## src/rtl/state_seq_gen.sv

```systemverilog
// Parametrised state walker: steps a registered state code through N_STATES
// ordered states with stop / wrap / bounce / hold end-of-range behaviour.
module state_seq_gen #(
    parameter int N_STATES = 4,
    parameter int CNT_W    = 8,
    localparam int W       = (N_STATES > 2) ? $clog2(N_STATES) : 1
) (
    input  logic             clk,
    input  logic             rst,
    input  logic             en,
    input  logic [1:0]       mode,
    input  logic             dir,
    input  logic             load,
    input  logic [W-1:0]     load_val,
    output logic [W-1:0]     state,
    output logic [W-1:0]     state_prev,
    output logic             changed,
    output logic             wrap,
    output logic             done,
    output logic             at_first,
    output logic             at_last,
    output logic [CNT_W-1:0] step_cnt
);

    typedef enum logic [1:0] {
        MODE_STOP   = 2'd0,
        MODE_WRAP   = 2'd1,
        MODE_BOUNCE = 2'd2,
        MODE_HOLD   = 2'd3
    } mode_e;

    localparam logic [W-1:0] LAST        = W'(N_STATES - 1);
    localparam logic [W-1:0] BOUNCE_BACK = W'(N_STATES - 2);

    mode_e            mode_s;
    logic [W-1:0]     state_q, state_d;
    logic [W-1:0]     prev_q, prev_d;
    logic [CNT_W-1:0] cnt_q, cnt_d;
    logic             changed_q, changed_d;
    logic             wrap_q, wrap_d;
    logic             done_q, done_d;
    logic             bdir_q, bdir_d;
    logic             is_first, is_last;
    logic [W-1:0]     fwd, bwd, target, load_clamped;

    assign mode_s   = mode_e'(mode);
    assign is_first = (state_q == '0);
    assign is_last  = (state_q == LAST);
    assign fwd      = state_q + W'(1);
    assign bwd      = state_q - W'(1);

    // Clamping is only needed when the code space exceeds the state count.
    generate
        if ((1 << W) == N_STATES) begin : g_no_clamp
            assign load_clamped = load_val;
        end else begin : g_clamp
            assign load_clamped = (load_val > LAST) ? LAST : load_val;
        end
    endgenerate

    always_comb begin
        state_d   = state_q;
        prev_d    = prev_q;
        cnt_d     = cnt_q;
        changed_d = 1'b0;
        wrap_d    = 1'b0;
        done_d    = done_q;
        bdir_d    = bdir_q;
        target    = state_q;
        if (load) begin
            state_d = load_clamped;
            bdir_d  = dir;
            done_d  = 1'b0;
            if (load_clamped != state_q) begin
                changed_d = 1'b1;
                prev_d    = state_q;
            end
        end else if (en) begin
            case (mode_s)
                MODE_STOP: begin
                    if (!dir) begin
                        if (is_last) done_d = 1'b1;
                        else         target = fwd;
                    end else begin
                        if (is_first) done_d = 1'b1;
                        else          target = bwd;
                    end
                end
                MODE_WRAP: begin
                    if (!dir) begin
                        target = is_last ? '0 : fwd;
                        wrap_d = is_last;
                    end else begin
                        target = is_first ? LAST : bwd;
                        wrap_d = is_first;
                    end
                end
                MODE_BOUNCE: begin
                    if (!bdir_q) begin
                        if (is_last) begin
                            target = BOUNCE_BACK;
                            bdir_d = 1'b1;
                            wrap_d = 1'b1;
                        end else begin
                            target = fwd;
                        end
                    end else begin
                        if (is_first) begin
                            target = W'(1);
                            bdir_d = 1'b0;
                            wrap_d = 1'b1;
                        end else begin
                            target = bwd;
                        end
                    end
                end
                default: ;
            endcase
            // A refused STOP step or HOLD leaves target equal to state_q.
            if (target != state_q) begin
                state_d   = target;
                prev_d    = state_q;
                changed_d = 1'b1;
                if (cnt_q != '1) cnt_d = cnt_q + CNT_W'(1);
            end
        end
    end

    always_ff @(posedge clk) begin
        if (rst) begin
            state_q   <= '0;
            prev_q    <= '0;
            cnt_q     <= '0;
            changed_q <= 1'b0;
            wrap_q    <= 1'b0;
            done_q    <= 1'b0;
            bdir_q    <= 1'b0;
        end else begin
            state_q   <= state_d;
            prev_q    <= prev_d;
            cnt_q     <= cnt_d;
            changed_q <= changed_d;
            wrap_q    <= wrap_d;
            done_q    <= done_d;
            bdir_q    <= bdir_d;
        end
    end

    assign state      = state_q;
    assign state_prev = prev_q;
    assign changed    = changed_q;
    assign wrap       = wrap_q;
    assign done       = done_q;
    assign step_cnt   = cnt_q;
    assign at_first   = is_first;
    assign at_last    = is_last;

endmodule

```

## config.mk

```make
export PLATFORM = sky130hd
export DESIGN_NAME = state_seq_gen
export DESIGN_NICKNAME = d
export VERILOG_FILES = /design/src/rtl/state_seq_gen.sv
export SDC_FILE = /design/constraint.sdc
export NUM_CORES = 1
export LEC_CHECK = 0
export ABC_AREA = 1
export BUFFER_PORTS_ARGS = -buffer_cell sky130_fd_sc_hd__buf_2
export CORE_ASPECT_RATIO = 1.5
export CORE_MARGIN = 3
export CORE_UTILIZATION = 49
export CTS_CLUSTER_DIAMETER = 200
export DETAILED_ROUTE_END_ITERATION = 12
export PLACE_DENSITY = 0.77
export SLEW_MARGIN = 25
export SYNTH_ARGS = -nofsm -noshare
export SYNTH_HDL_FRONTEND = slang
export SYNTH_SLANG_ARGS = --single-unit
```

## constraint.sdc

```tcl
create_clock -name clk -period 1.7 [get_ports clk]
set_input_delay 0.17 -clock clk [delete_from_list [all_inputs] [get_ports clk]]
set_output_delay 0.17 -clock clk [all_outputs]
set_load 0.05 [all_outputs]
```

### After elaboration in Yosys (flattened, before gate mapping)

Index checks and enable logic that the tools add are counted.

| storage, ports and cells | value |
|---|---|
| bits in registers | 16 |
| bits of input ports | 9 |
| logic and storage cells | 69 |

| cells by class | value |
|---|---|
| $add $sub $neg | 3 |
| equality and inequality tests | 8 |
| muxes and demuxes | 36 |
| bitwise gates (word level) | 2 |
| reduce and logical (&&, ||, !) cells | 13 |

Operators with widths:

| operator | count |
|---|---|
| $mux W2 | 18 |
| $mux W1 | 16 |
| $add A8 B1 Y8 const B | 1 |
| $ne A8 B8 Y1 const B | 1 |
| $reduce_and A4 Y1 | 2 |
| $reduce_bool A2 Y1 | 4 |
| $pmux W2 S3 | 1 |
| $eq A2 B2 Y1 const B | 2 |
| $logic_not A2 Y1 | 2 |
| $ne A2 B1 Y1 const B | 2 |
| $ne A2 B2 Y1 | 2 |
| $reduce_and A2 Y1 | 2 |
| $reduce_and A3 Y1 | 1 |
| $reduce_or A3 Y1 | 1 |
| $add A2 B1 Y2 const B | 1 |
| $eq A2 B1 Y1 const B | 1 |
| $not A1 Y1 | 2 |
| $pmux W1 S2 | 1 |
| $reduce_or A2 Y1 | 1 |
| $sub A2 B1 Y2 const B | 1 |

### Depth between registers and ports, before layout

| logic depth | value |
|---|---|
| word-level depth | 10 |
| gate-level depth with buffers | 15 |
| depth with buffers taken out | 14 |

### Worst setup path after synthesis

OpenSTA, ideal clock, no wires.

| timing | value |
|---|---|
| path kind | register to register |
| from | register state_q[0], in the netlist state[0] |
| to | register cnt_q[5], in the netlist step_cnt[5] |
| library setup time | 0.134 ns |
| arrival time | 2.364 ns |
| data required time | 1.566 ns |
| path slack | -0.797 ns |
| cell stages (with the launch flop) | 14 |
| clock period less this slack | 2.497 ns |
| cells stage by stage | dfxtp_1 buf_6 inv_1 ha_1 inv_2 nand2_1 nand2_1 nor2_1 nor2_2 nand3_2 nand4_4 nand3_4 nand2_1 a21oi_1 |

| between the ends | value |
|---|---|
| longest elaborated chain between the ends | 8 |

Ends and longest elaborated chain:

| item | RTL line | source |
|---|---|---|
| start: declaration | 36 | `logic [W-1:0] state_q, state_d;` |
| start signal: assignment | 139 | `state_q <= state_d;` |
| $logic_not A2 Y1 (*) | 47 | `assign is_first = (state_q == '0);` |
| via at_first | 20 | `output logic at_first,` |
| $mux W2 (on tied branches) | 108, 85, 94 |  |
| $mux W2 (on tied branches) | 99, 81, 90 |  |
| $pmux W2 S3 (*) | 79 | `case (mode_s)` |
| $mux W2 (*) | 78 | `end else if (en) begin` |
| $mux W2 (*) | 70 | `if (load) begin` |
| $ne A2 B2 Y1 (*) | 120 | `if (target != state_q) begin` |
| $reduce_and A4 Y1 (no line) (*) | -- |  |
| end signal: assignment | 141 | `cnt_q <= cnt_d;` |
| end: declaration | 38 | `logic [CNT_W-1:0] cnt_q, cnt_d;` |

Mark *: on every way through the listed nets, which the timed path passes. The rest lies on a longest branch. The select of a mux whose other input is x is not followed.
A chain may end at the register's enable or synchronous reset.

### Worst setup path after layout

| timing | value |
|---|---|
| from | register state_q[1], in the netlist state[1] |
| to | register cnt_q[6], in the netlist step_cnt[6] |

| between the ends | value |
|---|---|
| longest elaborated chain between the ends | 8 |

Ends and longest elaborated chain:

| item | RTL line | source |
|---|---|---|
| $add A2 B1 Y2, or another cell as far along | 49 | `assign fwd = state_q + W'(1);` |
| $mux W2, or another cell as far along | 100 | `if (is_last) begin` |
| $mux W2 (on tied branches) | 99, 81, 90 |  |
| $pmux W2 S3 | 79 |  |
| $mux W2 | 78 |  |
| $mux W2 | 70 |  |
| $ne A2 B2 Y1 (*) | 120 |  |
| $reduce_and A4 Y1 (no line) (*) | -- |  |

Every way passes the cells marked *; elsewhere a longest branch is shown, timed or not. The select of a mux whose other input is x is not followed.

==> results.md <==
* Area delta synth->final at 30.4%
* GR Overflow Total at 0
* Routed met3 length at 141 um
* Worst Tran Pin Value at 0.287 ns
* CTS Buf Count at 3
* Internal Power at 0.676 mW
* CP endpoint kind: register
* Synthesis warning total at 0
* Finished Layout Cells at 252
* Critical Path Start Type: register
* Total design power at 1.14 mW
* Final core occ at 67.7%
* Met1 Wirelength at 1180 um
* First-pass GRT wire length at 4950 um
* Vias per inst at 5.46
* Hold Path Class: in2reg
* Final antenna diode count at 0
* Cells after Synth at 184
* Port Buffers at 25
* Top Metal Used: met4
* Critical Path AT at 2.03 ns
* Clk pin slew, worst setup/hold paths at 0.09 ns
* Area of the mapped netlist at 1270 sq um
* Switching part of the total at 40.5%
* Place WS at -0.0905 ns
* Post-CTS Hold Buffers at 0
* Row count at 22
* Wirelength per Cell at 12.9 um
* I/O pin total at 26
* Flop pwr share at 36.4%
* Setup TNS at -1.65 ns
* CTS tree: yes
* Placed cell count at 244
* Design Area, Final at 1660 sq um
* H-tree depth at 1
* Drt pass-1 iters at 4
* Psw at 0.461 mW
* Final Slew Violations at 0
* Share of cells above drive strength 1 at 40.4%
* Routed wl met2 at 1880 um
* Failing checks: negative setup slack
* Synth top area cells: dfxtp_1 (25%), nand2_1 (12%), ha_1 (11%)
* Worst Skew at 0.00572 ns
* CP max FO at 7
* Dpl cell area at 1550 sq um
* DRT iter0 DRCs at 40
* Post-DP HPWL at 2530 um
* RePlAce Congestion at 0.992
* Pwr/cell area at 686 nW/um^2
* Remaining antenna violation count at 0
* Initial antenna violation count at 0
* Final worst slack at -0.158 ns
* Root buffer cell: clkbuf_4
* Synth top area share at 25.2%
* Tmin final at 1.86 ns
* Max Cap Violations at 0
* Peak supply drop at 0.333 mV
* CP Data Required Time at 1.87 ns
* Final hold violation count at 0
* DRC Markers at 0
* Status: finished with violations
* Comb pwr share at 45.4%
* Total Routing Usage GR at 20.6%
* Post-Syn Nets at 204
* WL final at 3240 um
* Slew headroom at 80.8%
* RSZ-0062 raised after global routing: yes
* Period utilization at 109%
* Pin count of the biggest net entering global routing at 11
* Buffer levels on the longest clock path at 2
* Seq/Total Area, Yosys at 25.2%
* Critical path class: reg2reg
* Largest area contributor in the netlist: dfxtp_1
* Chip height at 68.4 um
* Via count at 1375
* Hold_ws at 0.178 ns
* Vias in the first global route at 1217
* Die extent in x at 47.6 um
* Clock power share at 18.2%
* Fin nets at 249
* Die area at 3260 sq um
* Leak at 0.803 nW
* Netlist cell types at 26
* Setup violations, final at 13
* Max Freq at 0.538 GHz
* Syn Area/Cell at 6.92 sq um
* Core ar. at 2450 sq um
* Synthesized flop and latch total at 16
* Initial Utilization at 51.9%
* Clk Latency, worst-skew pair at 0.29 ns
* Clock sink count at 16
power groups by stage:
stage	clock network [mW]	logic, mW	registers, mW
6_report	0.207	0.516	0.414
2_1_floorplan	0	0.266	0.488
3_5_place_dp	0	0.461	0.421
5_1_grt	0.226	0.560	0.416
3_3_place_gp	0	0.450	0.420
4_1_cts	0.209	0.461	0.413
critical path: stages (launching register included):
cell,delay (ns)
dfxtp_4,0.38
clkinvlp_4,0.15
ha_4,0.31
inv_2,0.03
nand2_2,0.05
nand3_2,0.08
nand2_2,0.10
nor2_4,0.04
nand2_2,0.09
nand4_4,0.18
buf_4,0.19
nand4_1,0.07
a21oi_1,0.08
routing by layer:
layer,vias up,GRT usage (%)
met5,-,0
met4,0,6.40
met3,5,3.16
met2,40,40.3
met1,639,20.9
li1,691,-
final cells by class:
| class | instances | area [sq um] |
|---|---|---|
| Tap cell | 24 | 30.0 |
| Inverter | 23 | 97.6 |
| Fill cell | 217 | 791 |
| Sequential cell | 16 | 328 |
| Timing Repair Buffer | 42 | 253 |
| Clock buffer | 4 | 26.3 |
| Multi-Input combinational cell | 143 | 925 |
cell usage after synthesis (all sizes together):
library cell and number:
nand2 47, inv 23, nand3 20, nor2 20, dfxtp 16, a21oi 15
ha 11, nand4 9, xor2 7, o21ai 6, buf 2, o22ai 2
or2 2, clkbuf 1, nand3b 1, nor3 1, o211ai 1
sequential cells by signal (all words and copies together), names as in the netlist:
name,flops
bdir_q,1
changed,1
done,1
state,2
state_prev,2
step_cnt,8
wrap,1
cell usage in the layout (no fill, tap or decap), types with 10 or more instances in the layout:
| cell type | n |
|---|---|
| nor2_1 | 16 |
| buf_4 | 17 |
| a21oi_1 | 10 |
| nand2_1 | 35 |
| inv_1 | 15 |
| nand3_1 | 12 |
| nand2_2 | 12 |
| buf_2 | 25 |
| dfxtp_1 | 14 |
worst paths after layout:
check                           startpoint          end  slack, ns  cells past startpoint
worst max-delay path              state[1]  step_cnt[6]      -0.16                     12
worst min-delay path                   rst     state[1]       0.18                      2
worst max register to register    state[1]  step_cnt[6]      -0.16                     12
worst min register to register        done         done       0.45                      2
cells by family after synthesis:
| group | synth area share, % |
|---|---|
| AND/OR/NAND/NOR | 39.1 |
| flip-flops | 25.2 |
| AO/OA/AOI/OAI | 11.0 |
| XOR/XNOR | 4.82 |
| buffers and inverters | 9.05 |
| adder cells (fa/ha/maj) | 10.8 |
repair_timing:
action                     in CTS  in global routing
gates resized for setup         0                 18
cloned                          0                  1
pin swaps                       0                 15
setup buffers                   0                  3
setup endpoints to repair      13                 13
(Power assumes the default switching activity.)
